$ cat src/rtl/led_pattern_seq_pkg.sv
// Shared constants and types for the LED pattern sequencer.
// Imported by the top, the colour FSM and the bench.
package led_pattern_seq_pkg;

  localparam logic [1:0] MODE_ROT_L    = 2'b00;
  localparam logic [1:0] MODE_ROT_R    = 2'b01;
  localparam logic [1:0] MODE_PINGPONG = 2'b10;
  localparam logic [1:0] MODE_BLINK    = 2'b11;

  localparam logic DIR_LEFT  = 1'b0;
  localparam logic DIR_RIGHT = 1'b1;

  typedef enum logic [1:0] {
    C_RED   = 2'd0,
    C_GREEN = 2'd1,
    C_BOTH  = 2'd2
  } colour_t;

endpackage

$ cat src/rtl/led_pattern_seq_if.sv
// Tick/mode inputs and LED bank outputs of the sequencer.
// master drives ticks and mode, slave drives the LEDs.
interface led_pattern_seq_if #(
  parameter int NB_LED = 4
);

  logic              i_valid;
  logic              i_enable;
  logic [1:0]        i_mode;
  logic [NB_LED-1:0] o_led;
  logic [NB_LED-1:0] o_ledR;
  logic [NB_LED-1:0] o_ledG;
  logic              o_dir;
  logic              o_wrap;

  modport master (
    output i_valid,
    output i_enable,
    output i_mode,
    input  o_led,
    input  o_ledR,
    input  o_ledG,
    input  o_dir,
    input  o_wrap
  );

  modport slave (
    input  i_valid,
    input  i_enable,
    input  i_mode,
    output o_led,
    output o_ledR,
    output o_ledG,
    output o_dir,
    output o_wrap
  );

endinterface

$ cat src/rtl/led_pattern_seq_colour_fsm.sv
// Colour state machine: red -> green -> both, one hop per
// completed animation cycle; gates the pattern onto R/G banks.
module led_colour_fsm
  import led_pattern_seq_pkg::*;
#(
  parameter int NB_LED = 4
) (
  input  logic              clk,
  input  logic              rst_n,
  input  logic              wrap_i,
  input  logic [NB_LED-1:0] pat_i,
  output logic [NB_LED-1:0] led_r_o,
  output logic [NB_LED-1:0] led_g_o
);

  colour_t colour_q;

  always_ff @(posedge clk or negedge rst_n) begin
    if (!rst_n) begin
      colour_q <= C_RED;
    end else if (wrap_i) begin
      unique case (colour_q)
        C_RED:   colour_q <= C_GREEN;
        C_GREEN: colour_q <= C_BOTH;
        C_BOTH:  colour_q <= C_RED;
        default: colour_q <= C_RED;
      endcase
    end
  end

  logic red_en;
  logic grn_en;

  assign red_en = (colour_q == C_RED) || (colour_q == C_BOTH);
  assign grn_en = (colour_q == C_GREEN) || (colour_q == C_BOTH);

  assign led_r_o = red_en ? pat_i : '0;
  assign led_g_o = grn_en ? pat_i : '0;

endmodule

$ cat src/rtl/led_pattern_seq.sv
// LED animation sequencer: advances a selectable pattern
// on each enabled tick and drives main/red/green banks.
module led_pattern_seq
  import led_pattern_seq_pkg::*;
#(
  parameter int              NB_LED   = 4,
  parameter logic [NB_LED-1:0] INIT_PAT =
    {{(NB_LED-1){1'b0}}, 1'b1}
) (
  input  logic              clk,
  input  logic              i_rst,
  led_pattern_seq_if.slave  bus
);

  localparam logic [NB_LED-1:0] MSB_PAT =
    {1'b1, {(NB_LED-1){1'b0}}};

  logic [NB_LED-1:0] pat_q, pat_d;
  logic [1:0]        mode_q, mode_d;
  logic              dir_q, dir_d;
  logic              wrap_q, wrap_d;
  logic              step;
  logic              reload;

  assign step   = bus.i_valid & bus.i_enable;
  assign reload = (bus.i_mode != mode_q);

  always_comb begin
    pat_d  = pat_q;
    mode_d = mode_q;
    dir_d  = dir_q;
    wrap_d = 1'b0;
    if (step && reload) begin
      mode_d = bus.i_mode;
      unique case (bus.i_mode)
        MODE_ROT_L: begin
          pat_d = INIT_PAT;
          dir_d = DIR_LEFT;
        end
        MODE_ROT_R: begin
          pat_d = MSB_PAT;
          dir_d = DIR_RIGHT;
        end
        MODE_PINGPONG: begin
          pat_d = INIT_PAT;
          dir_d = DIR_LEFT;
        end
        MODE_BLINK: begin
          pat_d = '0;
          dir_d = DIR_LEFT;
        end
        default: ;
      endcase
    end else if (step) begin
      unique case (mode_q)
        MODE_ROT_L: begin
          pat_d  = {pat_q[NB_LED-2:0], pat_q[NB_LED-1]};
          wrap_d = pat_q[NB_LED-1];
        end
        MODE_ROT_R: begin
          pat_d  = {pat_q[0], pat_q[NB_LED-1:1]};
          wrap_d = pat_q[0];
        end
        MODE_PINGPONG: begin
          // Bounce off an end bit within the same step.
          if (dir_q == DIR_LEFT) begin
            if (pat_q[NB_LED-1]) begin
              pat_d = pat_q >> 1;
              dir_d = DIR_RIGHT;
            end else begin
              pat_d = pat_q << 1;
            end
          end else begin
            if (pat_q[0]) begin
              pat_d = pat_q << 1;
              dir_d = DIR_LEFT;
            end else begin
              pat_d = pat_q >> 1;
            end
          end
          // Arriving home ends the cycle and faces outwards again.
          if (pat_d == INIT_PAT) begin
            wrap_d = 1'b1;
            dir_d  = DIR_LEFT;
          end
        end
        MODE_BLINK: begin
          pat_d  = (pat_q == '0) ? '1 : '0;
          wrap_d = (pat_q != '0);
        end
        default: ;
      endcase
    end
  end

  always_ff @(posedge clk or negedge i_rst) begin
    if (!i_rst) begin
      pat_q  <= INIT_PAT;
      mode_q <= MODE_ROT_L;
      dir_q  <= DIR_LEFT;
      wrap_q <= 1'b0;
    end else begin
      pat_q  <= pat_d;
      mode_q <= mode_d;
      dir_q  <= dir_d;
      wrap_q <= wrap_d;
    end
  end

  led_colour_fsm #(
    .NB_LED (NB_LED)
  ) u_colour (
    .clk     (clk),
    .rst_n   (i_rst),
    .wrap_i  (wrap_d),
    .pat_i   (pat_q),
    .led_r_o (bus.o_ledR),
    .led_g_o (bus.o_ledG)
  );

  assign bus.o_led  = pat_q;
  assign bus.o_dir  = dir_q;
  assign bus.o_wrap = wrap_q;

endmodule

$ cat src/flat_wrapper.sv
// flat-port wrapper written by rule: the top's interface ports become plain ports
module led_pattern_seq_flat import led_pattern_seq_pkg::*;
#(
  parameter int              NB_LED   = 4,
  parameter logic [NB_LED-1:0] INIT_PAT =
    {{(NB_LED-1){1'b0}}, 1'b1}
)
  (clk, i_rst, bus_i_valid, bus_i_enable, bus_i_mode, bus_o_led, bus_o_ledR, bus_o_ledG, bus_o_dir, bus_o_wrap);
  led_pattern_seq_if #(.NB_LED(NB_LED)) bus_i ();
  input  logic clk;
  input  logic i_rst;
  input wire logic [$bits(bus_i.i_valid)-1:0] bus_i_valid;
  input wire logic [$bits(bus_i.i_enable)-1:0] bus_i_enable;
  input wire logic [$bits(bus_i.i_mode)-1:0] bus_i_mode;
  output wire logic [$bits(bus_i.o_led)-1:0] bus_o_led;
  output wire logic [$bits(bus_i.o_ledR)-1:0] bus_o_ledR;
  output wire logic [$bits(bus_i.o_ledG)-1:0] bus_o_ledG;
  output wire logic [$bits(bus_i.o_dir)-1:0] bus_o_dir;
  output wire logic [$bits(bus_i.o_wrap)-1:0] bus_o_wrap;
  assign bus_i.i_valid = bus_i_valid;
  assign bus_i.i_enable = bus_i_enable;
  assign bus_i.i_mode = bus_i_mode;
  assign bus_o_led = bus_i.o_led;
  assign bus_o_ledR = bus_i.o_ledR;
  assign bus_o_ledG = bus_i.o_ledG;
  assign bus_o_dir = bus_i.o_dir;
  assign bus_o_wrap = bus_i.o_wrap;
  led_pattern_seq #(.NB_LED(NB_LED), .INIT_PAT(INIT_PAT)) u_core (.clk(clk), .i_rst(i_rst), .bus(bus_i));
endmodule
$ cat config.mk
export PLATFORM = sky130hd
export DESIGN_NAME = led_pattern_seq_flat
export DESIGN_NICKNAME = d
export VERILOG_FILES = /design/src/rtl/led_pattern_seq_pkg.sv /design/src/rtl/led_pattern_seq_if.sv /design/src/rtl/led_pattern_seq_colour_fsm.sv /design/src/rtl/led_pattern_seq.sv /design/src/flat_wrapper.sv
export SDC_FILE = /design/constraint.sdc
export NUM_CORES = 1
export LEC_CHECK = 0
export BUFFER_PORTS_ARGS = -buffer_cell sky130_fd_sc_hd__buf_2
export CAP_MARGIN = 15
export CORE_MARGIN = 2
export CORE_UTILIZATION = 55
export DETAILED_ROUTE_END_ITERATION = 10
export PLACE_DENSITY = 0.82
export SETUP_SLACK_MARGIN = 0.02
export SYNTH_ARGS = -nofsm -noshare
export SYNTH_HDL_FRONTEND = slang
export SYNTH_SLANG_ARGS = --single-unit
$ cat constraint.sdc
create_clock -name clk -period 3.75 [get_ports clk]
set_input_delay 0 -clock clk [delete_from_list [all_inputs] [get_ports clk]]
set_output_delay 0 -clock clk [all_outputs]
set_load 0.02 [all_outputs]
[Word-level counts from Yosys, hierarchy flattened]
Cells that the tools add are included.
Storage, ports and cells
  output and inout bits: 14
  bits of input ports: 6
  word-level logic and storage cells: 55
  flip-flop bits (word level): 10
Cells by class
  bitwise operators: 1
  multiplexer cells: 26
  reduce and logical (&&, ||, !) cells: 13
  equality and inequality tests: 10
Operator list (number)
  two-way mux 4 bit: 11
  case mux 4 bit (4 select lines): 1
  case mux 4 bit (3 select lines): 1
  == test 2 bit, second input constant: 5
  two-way mux 1 bit: 10
  == test 2 x 1 -> 1 bit, second input constant: 3
  logical NOT 2 bit: 3
  == test 4 x 1 -> 1 bit, second input constant: 1
  logical NOT 4 bit: 1
  case mux 1 bit (4 select lines): 1
  case mux 2 bit (2 select lines): 1
  nonzero test 2 bit: 2
  nonzero test 4 bit: 1
  OR reduction 3 bit: 1
  logical OR 1 bit: 2
  != test 2 bit: 1
  case mux 1 bit (2 select lines): 1
  AND reduction 2 bit: 1
  OR reduction 2 bit: 1
  bitwise AND 1 bit: 1
  logical AND 1 bit: 1

[Longest topological paths before layout]
Gate-level depths: netlist (run 1).
  word-level depth: 10
  mapped depth: 6
  gate-level depth less buffers: 4

[By module]
From an unflattened synthesis (run 1), not the netlist that was laid out.
Unflattened totals
  cells, all modules: 102
  area total of the unflattened synthesis: 848.3 µm²
Modules (own cells, without submodules)
  led_pattern_seq: seq. area each 201.4 µm², times used 1, area each 655.6 µm², cells each 84
  led_colour_fsm: seq. area each 50.0 µm², times used 1, area each 192.7 µm², cells each 18

[Least setup slack after synthesis (run 1)]
No wires, ideal clock.
  kind: register to register
  start point: register u_core.pat_q[3] (netlist: u_core.bus.o_led[3])
  end point: register u_core.u_colour.colour_q[0]
  slack: 2.078 ns
  clock period less this slack: 1.672 ns
  path buffers: 1
  data arrival time: 1.544 ns
  library setup time: 0.128 ns
  stages on the path, launching flop included: 6
  required time: 3.622 ns
  path through: dfrtp_1 -> buf_2 -> nor4b_1 -> nand4_1 -> a21oi_2 -> mux2_1
Between the ends
  cells in the longest elaborated chain, start to end: 10
  elaborated cells between the ends (all ways): 12
  those cells by class: 1 x eq/ne; 10 x mux; 1 x reduce/logical
Ends and longest elaborated chain
  from (decl): RTL line led_pattern_seq.sv:18  | logic [NB_LED-1:0] pat_q, pat_d;
  from (signal assigned): RTL line led_pattern_seq.sv:103  | pat_q <= pat_d;
  two-way mux 4 bit (on tied branches): RTL line led_pattern_seq.sv:67, led_pattern_seq.sv:74
  two-way mux 4 bit: RTL line led_pattern_seq.sv:66  | if (dir_q == DIR_LEFT) begin
  two-way mux 4 bit: RTL line led_pattern_seq.sv:55  | unique case (mode_q)
  two-way mux 4 bit: RTL line led_pattern_seq.sv:54  | end else if (step) begin
  two-way mux 4 bit: RTL line led_pattern_seq.sv:33  | if (step && reload) begin
  == test 4 x 1 -> 1 bit: RTL line led_pattern_seq.sv:82  | if (pat_d == INIT_PAT) begin
  two-way mux 1 bit: RTL line led_pattern_seq.sv:82
  case mux 1 bit (4 select lines) (*): RTL line led_pattern_seq.sv:55
  two-way mux 1 bit (*): RTL line led_pattern_seq.sv:54
  two-way mux 1 bit (*): RTL line led_pattern_seq.sv:33
  net u_core.u_colour.wrap_i: RTL line led_pattern_seq_colour_fsm.sv:10  | input logic wrap_i,
  to (signal assigned): RTL line led_pattern_seq_colour_fsm.sv:24  | C_GREEN: colour_q <= C_BOTH;
  to (signal assigned): RTL line led_pattern_seq_colour_fsm.sv:25  | C_BOTH: colour_q <= C_RED;
  to (signal assigned): RTL line led_pattern_seq_colour_fsm.sv:26  | default: colour_q <= C_RED;
  to (decl): RTL line led_pattern_seq_colour_fsm.sv:16  | colour_t colour_q;
The timed path passes the listed nets; every way through them passes the cells marked *. The select of a mux whose other input is x is not followed.
A chain may end at the register's enable or synchronous reset.

[Final worst setup path (run 1)]
  start point: register u_core.mode_q[0]
  end point: register u_core.u_colour.colour_q[0]
Between the ends
  cells in the longest elaborated chain, start to end: 4
  elaborated cells between the ends (all ways): 9
  those cells by class: 4 x eq/ne; 3 x mux; 2 x reduce/logical
Ends and longest elaborated chain
  from (decl): RTL line led_pattern_seq.sv:19  | logic [1:0] mode_q, mode_d;
  from (signal assigned): RTL line led_pattern_seq.sv:104  | mode_q <= mode_d;
  == test 2 bit, or another cell as far along: RTL line led_pattern_seq.sv:55
  case mux 1 bit (4 select lines): RTL line led_pattern_seq.sv:55
  two-way mux 1 bit: RTL line led_pattern_seq.sv:54
  two-way mux 1 bit (*): RTL line led_pattern_seq.sv:33
  net u_core.u_colour.wrap_i: RTL line led_pattern_seq_colour_fsm.sv:10
The timed path passes the listed nets; every way through them passes the cells marked *.

==> flow_summary.yaml, run 1 <==
logic_synthesis:
  ys_types: 41
  yosysWarningCount: 0
  avgSynthCellArea_um2: 8.20
  synth_fp_nets: 107
  syn_inst: 99
  synth_seq_cells: 10
  seq_area_frac_synth: 0.310
  syn-cell-area_um2: 812
sta:
  post-route-period-util: 0.469
  max-slew-margin-rel: 0.650
  setup_viol: 0
  drv_slew: 0
  fin_setup_tns_ns: 0
  skew_ns: 0.0141
  rsz0062_at_grt: "false"
  whs_ns: 0.0376
  period_minus_slack_ns: 1.76
  fmax_ghz: 0.568
  worst_slew_pin_slew_ns: 0.525
  finalHoldViolations: 0
setup_path:
  worstSetupPathType: "flop to flop"
  crit_path_start_kind: "flop"
  critPathLaunch: "u_core.mode_q[0]"
  timing.critical_path.required_ns: 3.90
  worst_setup_path_end_kind: "flop"
  reg2reg_slack_ns: 1.99
  path_max_fanout: 16
  ff2ff_path_depth: 4
  r2r-start: "u_core.mode_q[0]"
  crit_path_end: "u_core.u_colour.colour_q[0]"
  r2r_end: "u_core.u_colour.colour_q[0]"
  arrival_ns: 1.91
clocking:
  worstSkewPairLatency_ns: 0.27
  h-tree-depth: 1
  cts_buffer_depth: 2
  root_buffer: "clkbuf_4"
  cts_made_buffers: 3
  cts_tree: "yes"
  cts.sinks: 10
  ctsResizeCount: 0
  cts_setup_buffers: 0
  cts.clk_slew.worst_paths_ns: 0.07
  hold_buffers: 1
drt:
  final_antenna_net_count: 0
  drtPass1Iterations: 4
  post-route-drc-count: 0
  vias_per_cell: 6.06
  routedWlPerCell_um: 14.1
  postRouteWirelength_um: 1820
  dr_total_vias: 782
  drt_first_iter_violations: 18
place:
  post-place-cells: 124
  place_hpwl_um: 1300
  placed_cell_area_um2: 885
  gp_congestion: 0.894
  io_buffers: 19
grt:
  grt.overflow.total: 0
  grt_max_degree: 19
  grt_pass1_vias: 635
  grt_pass1_wl_um: 2960
  antenna_found_initial: 0
  grtUsageTotal: 0.217
floorplanning:
  placementRows: 13
  coreArea_um2: 1330
  dieWidth_um: 42.4
  design.die.area_um2: 1800
  ios: 20
  start_util: 0.609
  die_h_um: 42.4
flow_run:
  maxCapViolCount: 0
cells_and_area:
  drive_above_1_share: 0.237
  fin_area_um2: 921
  diodes: 0
  synthToLayoutAreaGrowth_pct: 13.4
  num-nets-final: 123
  utilization: 0.690
  post_layout_nonfiller_instances: 129
  fill_cells: 123
outcome:
  status: "finished clean"
hold_path:
  hold_start: "bus_i_mode[1]"
  min_path_type: "primary input to flop"
power_and_ir_drop:
  p_per_area_nw_per_um2: 520
  ir_drop_v: 0.000423
  p_leak_uw: 0.000426
placed cells by master (no fill, tap or decap), types with 2 or more instances in the layout:
| master | n |
|---|---|
| nand2b_1 | 2 |
| a21oi_1 | 4 |
| clkbuf_4 | 3 |
| nor3_1 | 5 |
| dfrtp_1 | 9 |
| o31ai_1 | 2 |
| mux2i_1 | 2 |
| nor2b_1 | 5 |
| buf_2 | 19 |
| ha_1 | 2 |
| mux2_1 | 2 |
| nor2_1 | 7 |
| nand2_1 | 8 |
| nand3_1 | 4 |
| xnor2_1 | 2 |
| a41oi_1 | 2 |
| inv_1 | 4 |
| o21ai_0 | 4 |
| and2_1 | 4 |
worst max-delay path, stage by stage, from the launching register on:
cell and delay (ns):
dfrtp_1 0.55, xnor2_1 0.34, nand3_1 0.21, a21oi_2 0.22
mux2_1 0.34
sequential cells by signal, indices dropped and copies added, names as in the netlist:
signal	count
u_core.bus.o_wrap	1
u_core.u_colour.colour_q	2
u_core.bus.o_led	4
u_core.bus.o_dir	1
u_core.mode_q	2
through the flow:
stage	worst slack (ns)	total power, µW
after floorplan	2.08	342
after global placement	2.07	399
after detailed placement	2.02	405
after CTS	2.01	483
after global routing	1.88	521
final	1.99	479
cell type report:
cell class	instances	area [µm²]	area share
clock buffers	4	26.3	0.0285
well taps	15	18.8	0.0204
inverters	4	15.0	0.0163
flip-flops and latches	10	251	0.273
multi-input cells	76	504	0.548
repair buffers	20	105	0.114
synthesized netlist by cell type:
cell,n,area share
a221o_1,1,0.012
a21boi_0,1,0.0092
a21oi_2,1,0.011
and4_1,1,0.011
o211ai_2,1,0.015
o221a_2,1,0.014
mux2i_1,2,0.025
mux2_2,1,0.014
mux2_1,2,0.028
buf_2,6,0.037
clkbuf_1,3,0.014
a31oi_1,1,0.0077
nand3b_1,1,0.0092
or4_1,1,0.0092
dfrtp_1,9,0.28
nand2b_1,2,0.015
nand3_1,4,0.025
dfstp_2,1,0.032
ha_1,2,0.031
nand2_1,8,0.037
nor3_1,5,0.031
xnor2_1,2,0.022
nor2b_1,5,0.039
nor2_1,7,0.032
inv_1,4,0.018
o31ai_1,2,0.018
nor4b_1,1,0.011
a41oi_1,2,0.022
and2_0,1,0.0077
o211ai_1,1,0.0092
o21bai_1,1,0.0092
o21ai_0,4,0.025
nor4bb_1,1,0.012
or3b_1,1,0.011
and3b_1,1,0.011
nor3b_1,1,0.0092
nand4_1,1,0.0077
or3_1,1,0.0077
and2_1,4,0.031
a211oi_1,1,0.0092
a21oi_1,4,0.025
kinds of logic after synthesis:
group           Yosys count  synth area share
compound gates           21             0.186
xor+xnor                  2            0.0216
fa+ha+maj                 2            0.0308
buf+inv                  13            0.0693
flops                    10             0.310
mux                       5            0.0663
simple gates             46             0.316
report_power, final:
group / internal [µW] / total [µW] / switching, µW / leakage, µW
Clock: 40.9 / 75.5 / 34.5 / 0.0000150
Sequential: 132 / 188 / 55.9 / 0.000128
Combinational: 94.8 / 216 / 121 / 0.000284
Total: 268 / 479 / 211 / 0.000426
worst min path at each step:
stage	to	slack, ns	cells after the start
after floorplan	u_core.bus.o_dir	-0.30	0
after global placement	u_core.mode_q[0]	-0.14	1
after detailed placement	u_core.mode_q[0]	-0.13	1
after CTS	u_core.mode_q[1]	0.04	3
after global routing	u_core.mode_q[1]	0.05	3
final	u_core.mode_q[1]	0.04	3
metal layers:
metal | vias to the layer above | track usage | share of wire
met2 | 41 | 0.338 | 0.48
met5 | - | 0 | 0
met4 | 0 | 0.0563 | 0.0077
met1 | 355 | 0.290 | 0.42
met3 | 2 | 0.0690 | 0.086
li1 | 384 | - | -
Power figures use the tool's default switching activity.
==> run 2: changes to the inputs <==
--- a/config.mk
+++ b/config.mk
@@ -8,9 +8,9 @@
 export BUFFER_PORTS_ARGS = -buffer_cell sky130_fd_sc_hd__buf_2
 export CAP_MARGIN = 15
 export CORE_MARGIN = 2
-export CORE_UTILIZATION = 55
+export CORE_UTILIZATION = 51
 export DETAILED_ROUTE_END_ITERATION = 10
-export PLACE_DENSITY = 0.82
+export PLACE_DENSITY = 0.77
 export SETUP_SLACK_MARGIN = 0.02
 export SYNTH_ARGS = -nofsm -noshare
 export SYNTH_HDL_FRONTEND = slang
==> constraint.sdc (replaced) <==
create_clock -name clk -period 1.66 [get_ports clk]
set_input_delay 0 -clock clk [delete_from_list [all_inputs] [get_ports clk]]
set_output_delay 0 -clock clk [all_outputs]
set_load 0.02 [all_outputs]
==> run 2 against run 1 <==
Effect of this change:
- die area is 7.1% higher
- sequential share of layout area is 2.4 points lower
- clock power is 120% higher
- hold slack worse by 0.0079 ns
- cell count is 9.3% higher
- clock-buffer cell count stayed put
- critical path depth stayed put
- non-clock buffer count is 11 higher
- maximum frequency is 13% higher
- clock skew is 0.013 ns lower
- combinational power grew to 2.9 times the previous value
- total power is 140% higher
- largest power group unchanged
- highest routed layer is now met3
==> flow_summary.yaml, run 2 (synthesized netlist as in run 1, its figures left out) <==
sta:
  setup_viol: 0
  drv_slew: 0
  fin_setup_tns_ns: 0
  post-route-period-util: 0.935
  period_minus_slack_ns: 1.55
  finalHoldViolations: 0
  whs_ns: 0.0297
  worst_slew_pin_slew_ns: 0.247
  fmax_ghz: 0.644
  max-slew-margin-rel: 0.833
  rsz0062_at_grt: "false"
  skew_ns: 0.00131
power_and_ir_drop:
  ir_drop_v: 0.000466
  p_per_area_nw_per_um2: 1130
  p_leak_uw: 0.000485
place:
  place_hpwl_um: 1470
  gp_congestion: 0.881
  io_buffers: 19
clocking:
  worstSkewPairLatency_ns: 0.26
  cts_setup_buffers: 0
  cts_tree: "yes"
  cts_buffer_depth: 2
  cts.clk_slew.worst_paths_ns: 0.06
  cts.sinks: 10
  cts_made_buffers: 3
  h-tree-depth: 1
  root_buffer: "clkbuf_4"
grt:
  grt_max_degree: 14
  grt_pass1_vias: 803
  grtUsageTotal: 0.230
  antenna_found_initial: 0
  grt.overflow.total: 0
  grt_pass1_wl_um: 3370
setup_path:
  r2r_end: "u_core.u_colour.colour_q[0]"
  timing.critical_path.required_ns: 1.80
  ff2ff_path_depth: 4
  crit_path_start_kind: "flop"
  worst_setup_path_end_kind: "flop"
  worstSetupPathType: "flop to flop"
  reg2reg_slack_ns: 0.11
  r2r-start: "u_core.bus.o_led[0]"
  arrival_ns: 1.69
  path_max_fanout: 7
cells_and_area:
  num-nets-final: 134
  utilization: 0.678
  most-common-layout-cells: "19 x buf_2, 11 x buf_4, 8 x nand2_1"
  final_common_cell: "buf_2"
  seqCellArea_um2: 254
  synthToLayoutAreaGrowth_pct: 25.7
  fill_cells: 147
  drive_above_1_share: 0.336
  largest_reg_flops: 4
  diodes: 0
  multi_input_area_um2: 518
hold_path:
  hold_start: "bus_i_mode[1]"
  min_path_type: "primary input to flop"
  hold-path-cell-count: 3
  holdPathEnd: "u_core.mode_q[1]"
outcome:
  status: "finished clean"
drt:
  post-route-drc-count: 0
  routedWlPerCell_um: 13.5
  vias_per_cell: 5.89
  met2_wirelength_um: 928
  top_layer: "met3"
  postRouteWirelength_um: 1900
  drt_first_iter_violations: 19
  met3WireLength_um: 107
  drtPass1Iterations: 5
  wl_met1_um: 863
  final_antenna_net_count: 0
  dr_total_vias: 831
floorplanning:
  die_h_um: 43.9
  coreArea_um2: 1510
  placementRows: 14
  dieWidth_um: 43.9
  start_util: 0.539
  ios: 20
  design.die.area_um2: 1930
flow_run:
  maxCapViolCount: 0
run 2: cell count changes in the layout (fill, tap and decap cells not counted), sizes merged:
| cell | delta |
|---|---|
| buf | +11 |
run 2: critical path: stages (launching register included):
cell and delay, ns:
dfstp_2 0.40, or4_1 0.54, o211ai_2 0.08, a21oi_2 0.09, mux2_1 0.32
run 2: power by group:
group / internal (µW) / switching [µW] / leakage, µW
clock network: 92.6 / 76.1 / 0.0000150
registers: 300 / 67.6 / 0.000125
logic: 269 / 347 / 0.000344
run 2: final cells by class:
class,count,share of cell area
multi-input cells,76,0.507
flip-flops and latches,10,0.249
repair buffers,31,0.184
clock buffers,4,0.0257
well taps,16,0.0196
inverters,4,0.0147
run 2: worst max-delay path by stage:
stage,startpoint,endpoint,cells after the start
detailed placement,u_core.mode_q[0],u_core.u_colour.colour_q[0],4
finish,u_core.bus.o_led[0],u_core.u_colour.colour_q[0],4
global route,u_core.mode_q[0],u_core.u_colour.colour_q[0],4
floorplan,u_core.bus.o_led[3],u_core.u_colour.colour_q[0],5
CTS,u_core.mode_q[0],u_core.u_colour.colour_q[0],4
global placement,u_core.mode_q[0],u_core.u_colour.colour_q[0],4
run 2: through the flow:
step	total power, µW	cell area [µm²]	setup WS (ns)	std cells
after floorplan	773	813	0.0248	99
after detailed placement	977	970	0.0838	136
after global placement	958	970	0.108	136
after global routing	1250	1020	0.0331	141
after CTS	1150	1010	0.0715	141
final	1150	1020	0.107	141
run 2: repair_timing:
action	in CTS	in global routing
resized for setup	0	3
endpoints found under the hold margin	10	0
hold buffers	1	0
endpoints found under the setup margin	0	3
run 2: routing by layer:
metal | up-vias | GRT usage
met2 | 33 | 0.374
li1 | 411 | -
met4 | 0 | 0.103
met5 | - | 0
met3 | 0 | 0.0125
met1 | 387 | 0.314
==> run 3: changes to the inputs <==
--- a/config.mk
+++ b/config.mk
@@ -10,8 +10,9 @@
 export CORE_MARGIN = 2
 export CORE_UTILIZATION = 51
 export DETAILED_ROUTE_END_ITERATION = 10
-export PLACE_DENSITY = 0.77
+export PLACE_DENSITY_LB_ADDON = 0.2
 export SETUP_SLACK_MARGIN = 0.02
+export SKIP_LAST_GASP = 1
 export SYNTH_ARGS = -nofsm -noshare
 export SYNTH_HDL_FRONTEND = slang
 export SYNTH_SLANG_ARGS = --single-unit
==> run 3 against run 2 <==
Effect of this change:
- via count decreased by 1.6%
- clock skew increased by 0.0019 ns
- clock power increased by 7%
- clock-buffer cell count unchanged
- hold slack got worse by 0.0069 ns
- flip-flop and latch count unchanged
==> flow_summary.yaml, run 3 (synthesized netlist as in run 1, its figures left out) <==
setup_path:
  worst_setup_path_end_kind: "flop"
  path_max_fanout: 9
  r2r_end: "u_core.u_colour.colour_q[0]"
  critPathLaunch: "u_core.mode_q[1]"
  r2r-start: "u_core.mode_q[1]"
  crit_path_start_kind: "flop"
  reg2reg_slack_ns: 0.1
  arrival_ns: 1.71
  crit_path_end: "u_core.u_colour.colour_q[0]"
  timing.critical_path.required_ns: 1.81
  worstSetupPathType: "flop to flop"
  ff2ff_path_depth: 4
cells_and_area:
  synthToLayoutAreaGrowth_pct: 23.9
  num-nets-final: 133
  diodes: 0
  most-common-layout-cells: "19 x buf_2, 10 x buf_4, 8 x nand2_1"
  largest_reg_flops: 4
  final_common_cell: "buf_2"
  drive_above_1_share: 0.323
  fill_cells: 130
  post_layout_nonfiller_instances: 140
  fin_area_um2: 1010
power_and_ir_drop:
  p_per_area_nw_per_um2: 1150
  p_leak_uw: 0.000475
  ir_drop_v: 0.000851
place:
  gp_congestion: 0.809
  place_hpwl_um: 1490
  placed_cell_area_um2: 962
  io_buffers: 19
  post-place-cells: 135
grt:
  antenna_found_initial: 0
  grt_pass1_wl_um: 3160
  grt_pass1_vias: 669
  grtUsageTotal: 0.224
  grt_max_degree: 13
  grt.overflow.total: 0
sta:
  fin_setup_tns_ns: 0
  post-route-period-util: 0.941
  skew_ns: 0.00323
  max-slew-margin-rel: 0.790
  fmax_ghz: 0.640
  worst_slew_pin_slew_ns: 0.316
  setup_viol: 0
  drv_slew: 0
  rsz0062_at_grt: "false"
  finalHoldViolations: 0
  period_minus_slack_ns: 1.56
drt:
  routedWlPerCell_um: 14.2
  vias_per_cell: 5.84
  dr_total_vias: 818
  postRouteWirelength_um: 1990
  drt_first_iter_violations: 13
  post-route-drc-count: 0
  final_antenna_net_count: 0
  drtPass1Iterations: 4
floorplanning:
  design.die.area_um2: 1930
  dieWidth_um: 43.9
  ios: 20
  start_util: 0.539
  placementRows: 14
  coreArea_um2: 1510
  die_h_um: 43.9
clocking:
  root_buffer: "clkbuf_4"
  cts.sinks: 10
  cts_buffer_depth: 2
  cts_tree: "yes"
  cts_made_buffers: 3
  worstSkewPairLatency_ns: 0.27
  cts.clk_slew.worst_paths_ns: 0.07
  h-tree-depth: 1
outcome:
  status: "finished clean"
hold_path:
  min_path_type: "primary input to flop"
flow_run:
  maxCapViolCount: 0
[run 3: changes by cell type in the layout (fill, tap and decap cells not counted)]
| cell | delta |
|---|---|
| buf_4 | -1 |
| xnor2_1 | +1 |
| xnor2_2 | -1 |
[run 3: cell type report]
| cell class | count | area (µm²) | area share |
|---|---|---|---|
| Clock buffer | 4 | 26.3 | 0.0261 |
| Inverter | 4 | 15.0 | 0.0149 |
| Multi-Input combinational cell | 76 | 510 | 0.507 |
| Sequential cell | 10 | 254 | 0.252 |
| Tap cell | 16 | 20.0 | 0.0199 |
| Timing Repair Buffer | 30 | 180 | 0.179 |
[run 3: routing by layer]
metal,wire length (µm),share of wire,global-route usage,up-vias
li1,-,-,-,405
met1,922,0.46,0.303,380
met2,937,0.47,0.362,31
met3,119,0.060,0.0625,2
met4,6,0.0030,0.0364,0
met5,0,0,0,-
[run 3: worst max-delay path, cell delays in order (launching register included)]
cell	delay, ns
dfrtp_1	0.49
or3b_1	0.45
o211ai_2	0.09
a21oi_2	0.09
mux2_1	0.31
[run 3: how the worst min path moves through the flow]
stage                       start                          end  slack, ns  depth (start not counted)
global route        bus_i_mode[1]             u_core.mode_q[1]       0.05                          3
floorplan                   i_rst             u_core.bus.o_dir      -0.30                          0
detailed placement          i_rst  u_core.u_colour.colour_q[0]      -0.13                          1
CTS                 bus_i_mode[1]             u_core.mode_q[1]       0.02                          3
finish              bus_i_mode[1]             u_core.mode_q[1]       0.02                          3
global placement            i_rst            u_core.bus.o_wrap      -0.13                          1
[run 3: power by group]
group / switching, µW / leakage [µW] / internal [µW] / total (µW)
clock network: 86.7 / 0.0000150 / 93.0 / 180
logic: 351 / 0.000335 / 263 / 615
registers: 64.3 / 0.000125 / 300 / 364
[run 3: what timing repair did]
item                                   4_1_cts  5_1_grt
setup endpoints to repair                    0        3
buffers inserted                             0        0
gates resized for setup                      0        2
endpoints found under the hold margin       10        0
hold buffers                                 1        0
[run 3: metrics by stage]
step / hold WS [ns] / utilization / total power, µW / setup slack [ns]
final: 0.0228 / 0.668 / 1160 / 0.0984
after global routing: 0.0474 / 0.668 / 1240 / 0.0268
after CTS: 0.0205 / 0.663 / 1160 / 0.107
after detailed placement: -0.128 / 0.639 / 974 / 0.118
after global placement: -0.130 / 0.639 / 961 / 0.161
after floorplan: -0.296 / - / 773 / 0.0248
